`config.mk`:
```
export PLATFORM = sky130hd
export DESIGN_NAME = fetch_sequencer
export DESIGN_NICKNAME = d
export VERILOG_FILES = /design/src/rtl/fetch_sequencer.sv
export SDC_FILE = /design/constraint.sdc
export NUM_CORES = 1
export LEC_CHECK = 0
export BUFFER_PORTS_ARGS = -buffer_cell sky130_fd_sc_hd__buf_2
export CORE_UTILIZATION = 48
export DETAILED_ROUTE_END_ITERATION = 10
export PLACE_DENSITY_LB_ADDON = 0.12
export SYNTH_ARGS = -nofsm -noshare
export SYNTH_HDL_FRONTEND = slang
export SYNTH_SLANG_ARGS = --single-unit
```
`constraint.sdc`:
```
create_clock -name clk -period 2.3 [get_ports clk]
set_input_delay 0.345 -clock clk [delete_from_list [all_inputs] [get_ports clk]]
set_output_delay 0.345 -clock clk [all_outputs]
set_load 0.05 [all_outputs]
```
`src/rtl/fetch_sequencer.sv`:
```
// Fetch PC sequencer: one outstanding instruction-memory request at a time,
// redirect handling with stale-response drain, and a valid/ready hand-off to decode.
module fetch_sequencer #(
    parameter int              XLEN     = 32,
    parameter logic [XLEN-1:0] RESET_PC = '0
) (
    input  logic            clk,
    input  logic            rst,
    input  logic            redirect_valid,
    input  logic [XLEN-1:0] redirect_pc,
    output logic            imem_req_valid,
    output logic [XLEN-1:0] imem_req_addr,
    input  logic            imem_req_ready,
    input  logic            imem_rsp_valid,
    input  logic [XLEN-1:0] imem_rsp_data,
    output logic            inst_valid,
    output logic [XLEN-1:0] inst_data,
    output logic [XLEN-1:0] inst_pc,
    input  logic            inst_ready,
    output logic [1:0]      state_dbg
);

    // Handshakes: a request transfers on a rising edge where imem_req_valid and
    // imem_req_ready are both high; an instruction transfers on a rising edge where
    // inst_valid and inst_ready are both high. Valid never depends on ready.

    typedef enum logic [1:0] {
        ST_FETCH = 2'd0,
        ST_WAIT  = 2'd1,
        ST_DRAIN = 2'd2,
        ST_HOLD  = 2'd3
    } state_t;

    state_t          state;
    logic [XLEN-1:0] fetch_pc;
    logic [XLEN-1:0] redirect_target;

    // Instructions are word aligned, so the low two target bits are discarded.
    assign redirect_target = redirect_pc & ~XLEN'(3);

    assign imem_req_valid = (state == ST_FETCH) && !rst;
    assign imem_req_addr  = fetch_pc;
    assign inst_valid     = (state == ST_HOLD) && !rst;
    assign state_dbg      = state;

    always_ff @(posedge clk) begin
        if (rst) begin
            state     <= ST_FETCH;
            fetch_pc  <= RESET_PC;
            inst_data <= '0;
            inst_pc   <= '0;
        end else begin
            case (state)
                ST_FETCH: begin
                    if (redirect_valid) begin
                        fetch_pc <= redirect_target;
                    end
                    if (imem_req_ready) begin
                        // A request accepted alongside a redirect is already stale.
                        state <= redirect_valid ? ST_DRAIN : ST_WAIT;
                    end
                end
                ST_WAIT: begin
                    if (redirect_valid) begin
                        fetch_pc <= redirect_target;
                        state    <= imem_rsp_valid ? ST_FETCH : ST_DRAIN;
                    end else if (imem_rsp_valid) begin
                        inst_data <= imem_rsp_data;
                        inst_pc   <= fetch_pc;
                        fetch_pc  <= fetch_pc + XLEN'(4);
                        state     <= ST_HOLD;
                    end
                end
                ST_DRAIN: begin
                    if (redirect_valid) begin
                        fetch_pc <= redirect_target;
                    end
                    if (imem_rsp_valid) begin
                        state <= ST_FETCH;
                    end
                end
                ST_HOLD: begin
                    // A redirect drops the held instruction unless decode takes it this cycle.
                    if (redirect_valid) begin
                        fetch_pc <= redirect_target;
                        state    <= ST_FETCH;
                    end else if (inst_ready) begin
                        state <= ST_FETCH;
                    end
                end
                default: state <= ST_FETCH;
            endcase
        end
    end

endmodule
```
# Yosys cells after proc, flatten, opt, wreduce, memory -nomap -nowiden
# Index checks and enable logic that the tools add are counted.
# W data, S select, Z words.
dict set report totals {
  register_bits 98
  elab_cells 35
  out_inout_bits 100
  input_bits 70
}
dict set report op_classes {
  n_reduce_logical 8
  addsub 1
  bitwise 1
  n_eq_ne 8
  mux 13
}
# operator n
set ops {}
lappend ops {{$mux W32} 3}
lappend ops {{$pmux W32 S2} 1}
lappend ops {{$add A32 B3 Y32 const B} 1}
lappend ops {{$mux W2} 8}
lappend ops {{$pmux W2 S4} 1}
lappend ops {{$ne A3 B3 Y1 const B} 2}
lappend ops {{$eq A2 B2 Y1 const B} 2}
lappend ops {{$ne A2 B2 Y1 const B} 2}
lappend ops {{$reduce_and A4 Y1} 1}
lappend ops {{$reduce_and A3 Y1} 1}
lappend ops {{$reduce_or A3 Y1} 1}
lappend ops {{$eq A2 B1 Y1 const B} 1}
lappend ops {{$logic_and A1 B1 Y1} 2}
lappend ops {{$logic_not A2 Y1} 1}
lappend ops {{$ne A2 B1 Y1 const B} 1}
lappend ops {{$reduce_and A2 Y1} 1}
lappend ops {{$logic_not A1 Y1} 1}
lappend ops {{$not A1 Y1} 1}

# Logic depth before layout (Yosys ltp)
# Gate-level depths: netlist (run 1).
dict set report logic_depth {
  word_depth 4
  mapped_depth 7
  ltp_nobuf 6
}

# Least setup slack after synthesis (run 1)
# No wires, ideal clock.
dict set report synth_timing {
  path_kind {register to output}
  from {register state[1], in the netlist state_dbg[1]}
  to {output imem_req_valid}
  required_time_ns 1.955
  n_path_buf 1
  setup_slack_ns 0.158
  stages_incl_launch_ff 3
  arrival_ns 1.797
  cell_sequence {dfxtp_1 -> buf_2 -> nor3_1}
}
dict set report synth_between {
  elab_chain_cells 2
}
# element line_no
set synth_lines {}
lappend synth_lines {{start, declared} 34} ;# state_t state;
lappend synth_lines {{start signal, assigned} 60} ;# state <= redirect_valid ? ST_DRAIN : ST_WAIT;
lappend synth_lines {{start signal, assigned} 66} ;# state <= imem_rsp_valid ? ST_FETCH : ST_DRAIN;
lappend synth_lines {{$logic_not A2 Y1} 41} ;# assign imem_req_valid = (state == ST_FETCH) && !rst;
lappend synth_lines {{$logic_and A1 B1 Y1} 41}
lappend synth_lines {{end, declared} 11} ;# output logic imem_req_valid,
# Every way passes these cells.

# Worst setup path in the final report (run 1)
dict set report layout_timing {
  from {register fetch_pc[3], in the netlist imem_req_addr[3]}
  to {register fetch_pc[16], in the netlist imem_req_addr[16]}
}
dict set report layout_between {
  elab_chain_cells 4
}
# element line_no
set layout_lines {}
lappend layout_lines {{start, declared} 35} ;# logic [XLEN-1:0] fetch_pc;
lappend layout_lines {{start signal, assigned} 56} ;# fetch_pc <= redirect_target;
lappend layout_lines {{start signal, assigned} 65} ;# fetch_pc <= redirect_target;
lappend layout_lines {{start signal, assigned} 70} ;# fetch_pc <= fetch_pc + XLEN'(4);
lappend layout_lines {{$add A32 B3 Y32} 70}
lappend layout_lines {{$mux W32} 67} ;# end else if (imem_rsp_valid) begin
lappend layout_lines {{$mux W32} 64} ;# if (redirect_valid) begin
lappend layout_lines {{$pmux W32 S2} 53} ;# case (state)
# Every way passes these cells. The select of a mux whose other input is x is not followed.
# A chain may end at the register's enable or synchronous reset.

==> metrics.md, run 1 <==
| Metric | Value |
|---|---|
| Outcome | `finished clean` |
| Gr ovfl total | `0` |
| Min cycle time layout | `2.07 ns` |
| Top Family by Delay on Critical Path | `simple AND/OR/NAND/NOR gates` |
| Critical path capture point type | `flop` |
| Clk Latency, worst-skew pair | `0.37 ns` |
| CTS Buf Count | `9` |
| Commonest cells after routing, fill and taps aside | `buf_2, nand2_1, dfxtp_1` |
| Area share of the largest cell type after synthesis | `46.3%` |
| Most common cell after layout, fill and taps aside | `buf_2` |
| Vias in the first global route | `3505` |
| Setup_tns | `0 ns` |
| IO Pins | `170` |
| Hold WS | `0.196 ns` |
| Fmax achieved | `0.484 GHz` |
| Filler cells | `805` |
| Chip Height | `94.1 um` |
| Max-slew violations | `0` |
| Combinational Power Share | `14.9%` |
| Max VDD drop | `0.346 mV` |
| Initial DRC count | `193` |
| Leak | `2.17 nW` |
| Total track usage | `24.8%` |
| Num rows | `33` |
| DR vias | `4174` |
| Crit start category | `flop` |
| Cell Chain, Critical Path | `ha_1 -> nand4_1 -> nor2_1 -> nand4_1 -> xor2_1 -> a211oi_1` |
| CP max stage cell | `dfxtp_1` |
| Distinct cells, synth | `49` |
| CTS H-tree depth | `3` |
| Die ar. | `8850 um2` |
| First-pass GRT wire length | `17000 um` |
| CP Max Fanout | `8` |
| Hold Path Depth | `3` |
| Internal power | `2.26 mW` |
| Clk slew on worst S/H paths | `0.10 ns` |
| Total wire length | `11100 um` |
| Reg power frac | `53.1%` |
| Sw power | `1.02 mW` |
| Routed Antenna Nets | `0` |
| Number of flops mapped to enable cells by yosys | `0` |
| Synth Register Bits | `94` |
| Hold Path Class | `in2reg` |
| Final worst-path cycle share | `89.8%` |
| CP Depth | `6` |
| Synth area leaders | `dfxtp_1, nand2_1, a21oi_1` |
| # Post-CTS Setup Buffers | `0` |
| Initial Utilization | `49.5%` |
| Vias per inst | `5.30` |
| Layout cell share with drive strength beyond 1 | `29.9%` |
| Max Cap Violations | `0` |
| Peak per-stage delay on the critical path | `0.41 ns` |
| Drt drc | `0` |
| Gate Count Post-Synth | `525` |
| Register area share after synthesis | `46.3%` |
| Top_reg_cell synth | `dfxtp_1` |
| Dpl cells | `771` |
| Final HPWL DP | `7700 um` |
| CTS tree | `done` |
| # nets final | `748` |
| Unrepaired setup endpoints after global routing | `false` |
| Core Footprint | `8220 um2` |
| Hold Vio Cnt, Final | `0` |
| P per Cell Area | `634 nW/um2` |
| Port bufs | `163` |
| Critical path type | `reg2reg` |
| Final Wtd Congestion | `0.854` |
| Syn avg cell area | `7.75 um2` |
| Max Buffers Root-to-Sink | `2` |
| # setup viols final | `0` |
| Critical Path AT | `2.35 ns` |
| DR pass1 iterations | `4` |
| CTS Hold Bufs | `0` |
| Die width | `94.1 um` |
| Leading area contributor after synthesis | `dfxtp_1` |
| WL per Instance | `14.1 um` |
| Most frequent CP cell | `nand4_1` |
| Clk sink count | `94` |
| Clock power share | `32.0%` |
| Sw frac | `31.2%` |
| Layout Cells excl Fill | `787` |
| Worst Path Buf+Inv | `0` |
| Ant diodes | `0` |
| Ys async rst share | `0%` |
| Initial antenna violation count | `0` |
| Largest net degree at the start of global routing | `92` |
| Reg2Reg Depth | `6` |
| Resize count post-CTS | `0` |
| Area Overhead vs Synth | `27.1%` |
| Worst Path Required | `2.59 ns` |
| Clock root buffer | `clkbuf_8` |
| Syn. warnings | `0` |
| Skew final | `0.0102 ns` |
| Synth Cell Area | `4070 um2` |
-- metrics by stage --
step	utilization, %	worst slack [ns]	instance area [um2]	total power, mW
2_1_floorplan	-	0.158	4080	2.11
3_3_place_gp	60.7	0.353	4990	2.26
3_5_place_dp	60.7	0.299	4990	2.27
4_1_cts	62.9	0.262	5170	3.30
5_1_grt	62.9	0.0887	5170	3.40
6_report	62.9	0.234	5170	3.28
-- logic make-up after synthesis --
group,share of synthesized area (%)
AO/OA/AOI/OAI,17.3
XOR/XNOR,2.37
adder cells (fa/ha/maj),0.308
buffers and inverters,5.32
flip-flops,46.3
multiplexers,0.246
other,0.0922
AND/OR/NAND/NOR,28.1
-- registers in the layout, summed over array words and instances, names as in the netlist --
| signal | cells |
|---|---|
| imem_req_addr | 30 |
| inst_data | 32 |
| state_dbg | 2 |
| inst_pc | 30 |
-- cell type report --
cell class | instances | area [um2] | share of cell area [%]
inverters | 4 | 15.0 | 0.290
multi-input cells | 387 | 1980 | 38.3
clock inverters | 5 | 43.8 | 0.847
well taps | 105 | 131 | 2.54
clock buffers | 11 | 141 | 2.73
repair buffers | 181 | 976 | 18.9
flip-flops and latches | 94 | 1880 | 36.4
-- final timing paths --
kind                                         from  slack [ns]                 to
worst max-delay path             imem_req_addr[3]        0.23  imem_req_addr[16]
worst min-delay path            imem_rsp_data[13]        0.20      inst_data[13]
worst max register to register   imem_req_addr[3]        0.23  imem_req_addr[16]
worst min register to register        inst_pc[18]        0.45        inst_pc[18]
-- cell usage after synthesis, types with 2 or more instances --
library cell	number
and4_1	6
a21oi_1	75
o22ai_1	2
nor2_1	30
nand2_1	147
clkbuf_1	25
dfxtp_1	94
or3_1	6
xnor2_1	9
nand3_2	2
a31oi_1	3
or4_1	2
o31a_1	2
and2_1	2
nor4_1	8
nand3_1	8
and3_1	6
xor2_1	2
inv_1	3
o211ai_1	2
o21ai_0	13
nand4_1	12
nor3_1	11
a311o_1	2
a211oi_1	10
a311oi_1	6
buf_2	11
buf_4	5
-- power by group through the flow --
stage          sequential, mW  combinational [mW]  clock, mW
6_report                 1.74               0.489       1.05
3_5_place_dp             1.78               0.489          0
2_1_floorplan            1.92               0.183          0
5_1_grt                  1.75               0.524       1.13
4_1_cts                  1.74               0.490       1.07
3_3_place_gp             1.77               0.484          0
-- routing by layer --
layer	global-route usage, %	wire [um]	vias up
li1	-	-	2108
met1	32.8	4960	1921
met2	39.1	5220	136
met3	5.34	799	9
met4	9.62	125	0
met5	0	0	-
-- worst min-delay path, delay by kind of cell --
kind / cells / cell delay [ns]
buffers and inverters: 1 / 0.09
AOI/OAI and AO/OA: 1 / 0.05
and+or+nand+nor: 1 / 0.04
No activity file was read; power rests on OpenSTA's default activity.
==> run 2, diff against run 1 <==
--- a/config.mk
+++ b/config.mk
@@ -5,7 +5,9 @@
 export SDC_FILE = /design/constraint.sdc
 export NUM_CORES = 1
 export LEC_CHECK = 0
+export ABC_CLOCK_PERIOD_IN_PS = 2300
 export BUFFER_PORTS_ARGS = -buffer_cell sky130_fd_sc_hd__buf_2
+export CORE_ASPECT_RATIO = 0.9
 export CORE_UTILIZATION = 48
 export DETAILED_ROUTE_END_ITERATION = 10
 export PLACE_DENSITY_LB_ADDON = 0.12
==> run 2 against run 1 <==
First-iteration DRC count rose by 30%. Wire length rose by 4.3%. Setup slack improved by 0.0099 ns. Flip-flop and latch count did not move. Count of clock-buffer cells in the layout did not move. Critical path depth did not move. Critical path type unchanged.
==> metrics.md, run 2 (synthesis results as in run 1) <==
| Metric | Value |
|---|---|
| Max VDD drop | `0.417 mV (was 0.346 mV)` |
| Final Wtd Congestion | `0.872 (was 0.854)` |
| Commonest cells after routing, fill and taps aside | `buf_2, nand2_1, dfxtp_1 (unchanged)` |
| IO Pins | `170 (unchanged)` |
| Vias in the first global route | `3602 (was 3505)` |
| Worst Path Buf+Inv | `0 (unchanged)` |
| Vias per inst | `5.47 (was 5.30)` |
| Clk slew on worst S/H paths | `0.09 ns (was 0.10 ns)` |
| Outcome | `finished clean (unchanged)` |
| Drt drc | `0 (unchanged)` |
| Hold Path Class | `in2reg (unchanged)` |
| Setup_tns | `0 ns (unchanged)` |
| Peak per-stage delay on the critical path | `0.42 ns (was 0.41 ns)` |
| Hold WS | `0.215 ns (was 0.196 ns)` |
| Max Cap Violations | `0 (unchanged)` |
| Initial antenna violation count | `0 (unchanged)` |
| Unrepaired setup endpoints after global routing | `false (unchanged)` |
| Reg2Reg Setup Slack | `0.24 ns (was 0.23 ns)` |
| Gr ovfl total | `0 (unchanged)` |
| Clk sink count | `94 (unchanged)` |
| Biggest register | `inst_data (unchanged)` |
| Crit start category | `flop (unchanged)` |
| Most frequent CP cell | `nand4_1 (unchanged)` |
| Critical path type | `reg2reg (unchanged)` |
| Leak | `2.17 nW (about the same)` |
| Top Family by Delay on Critical Path | `simple AND/OR/NAND/NOR gates (unchanged)` |
| Most common cell after layout, fill and taps aside | `buf_2 (unchanged)` |
| Clk Latency, worst-skew pair | `0.36 ns (was 0.37 ns)` |
| Chip Height | `89.3 um (was 94.1 um)` |
| Hold Vio Cnt, Final | `0 (unchanged)` |
| Fmax achieved | `0.486 GHz (was 0.484 GHz)` |
| DR vias | `4285 (was 4174)` |
| Critical Path AT | `2.32 ns (was 2.35 ns)` |
| Busiest grt layer | `met2 (unchanged)` |
| Die ar. | `8850 um2 (about the same)` |
| Cell Chain, Critical Path | `ha_1 -> nand4_1 -> nor2_1 -> nand4_1 -> xor2_1 -> a211oi_1 (unchanged)` |
| Clock root buffer | `clkbuf_8 (unchanged)` |
| Skew final | `0.0141 ns (was 0.0102 ns)` |
| Num rows | `31 (was 33)` |
| Final worst-path cycle share | `89.4% (was 89.8%)` |
| # setup viols final | `0 (unchanged)` |
| Critical path capture point type | `flop (unchanged)` |
| CTS Hold Bufs | `0 (unchanged)` |
| GR Util met1 | `35.1% (was 32.8%)` |
| CTS tree | `done (unchanged)` |
| Max-slew violations | `0 (unchanged)` |
| P per Cell Area | `625 nW/um2 (was 634 nW/um2)` |
| Worst Path Required | `2.56 ns (was 2.59 ns)` |
| Fin util | `63.4% (was 62.9%)` |
| # Post-CTS Setup Buffers | `0 (unchanged)` |
| CTS Buf Count | `9 (unchanged)` |
| Resize count post-CTS | `0 (unchanged)` |
| Area Overhead vs Synth | `27.0% (was 27.1%)` |
| Largest net degree at the start of global routing | `82 (was 92)` |
| CP Max Fanout | `8 (unchanged)` |
| First-pass GRT wire length | `17600 um (was 17000 um)` |
| CTS H-tree depth | `3 (unchanged)` |
| Final HPWL DP | `8230 um (was 7700 um)` |
| WL per Instance | `14.8 um (was 14.1 um)` |
| Min cycle time layout | `2.06 ns (was 2.07 ns)` |
| Routed Antenna Nets | `0 (unchanged)` |
| DR pass1 iterations | `4 (unchanged)` |
| # nets final | `750 (was 748)` |
| Max reg flops | `32 (unchanged)` |
| Grt met2 use | `40.2% (was 39.1%)` |
| Die width | `99.0 um (was 94.1 um)` |
| Max Buffers Root-to-Sink | `2 (unchanged)` |
| Port bufs | `163 (unchanged)` |
| Initial DRC count | `251 (was 193)` |
| Total track usage | `25.4% (was 24.8%)` |
| Core Footprint | `8150 um2 (was 8220 um2)` |
| Met3 Use GR | `5.79% (was 5.34%)` |
| Ant diodes | `0 (unchanged)` |
| Total power | `3.23 mW (was 3.28 mW)` |
| CP max stage cell | `dfxtp_1 (unchanged)` |
| Layout cell share with drive strength beyond 1 | `30.0% (was 29.9%)` |
| Initial Utilization | `49.9% (was 49.5%)` |
| Total wire length | `11600 um (was 11100 um)` |
==> run 2: cell types whose count changed in the layout (fill, tap and decap cells not counted), sizes merged <==
| cell | before | now |
|---|---|---|
| clkinvlp | 2 | 1 |
| buf | 181 | 183 |
| inv | 4 | 5 |
==> run 2: worst register-to-register path, delay by kind of cell, from the launching register on <==
kind | cells | cell delay (ns)
DFF | 1 | 0.42
xor gates and xnor gates | 1 | 0.17
and+or+nand+nor | 3 | 0.87
adders and majority gates | 1 | 0.26
AOI/OAI and AO/OA | 1 | 0.25
==> run 2: stage by stage <==
| step | setup slack, ns | std cells | cell area [um2] |
|---|---|---|---|
| finish | 0.244 | 783 | 5170 |
| global route | 0.0880 | 783 | 5170 |
| CTS | 0.262 | 783 | 5170 |
| detailed placement | 0.301 | 767 | 4990 |
| global placement | 0.346 | 767 | 4990 |
| floorplan | 0.158 | 528 | 4080 |
==> run 2: area by class of cell <==
type,count,area [um2]
inverters,4,15.0
clock buffers,11,131
multi-input cells,387,1980
clock inverters,5,42.5
fillers,758,2980
flip-flops and latches,94,1880
well taps,99,124
repair buffers,183,991
==> run 2: report_power, final <==
| group | switching (mW) | internal, mW |
|---|---|---|
| clock | 0.581 | 0.406 |
| sequential | 0.0647 | 1.67 |
| combinational | 0.352 | 0.153 |
| total | 0.998 | 2.23 |
==> run 2: final timing paths <==
kind	to	cells after the start	from
hold reg to reg	inst_pc[22]	2	inst_pc[22]
setup / recovery	imem_req_addr[16]	6	imem_req_addr[3]
hold / removal	inst_data[29]	3	imem_rsp_data[29]
setup reg to reg	imem_req_addr[16]	6	imem_req_addr[3]
==> run 2: layer usage <==
metal  share of wire (%)  vias up  wire length (um)
met2                  46      165              5340
met3                 6.4       17               746
met1                  46     1981              5330
li1                    -     2122                 -
met4                 1.4        0               163
met5                   0        -                 0
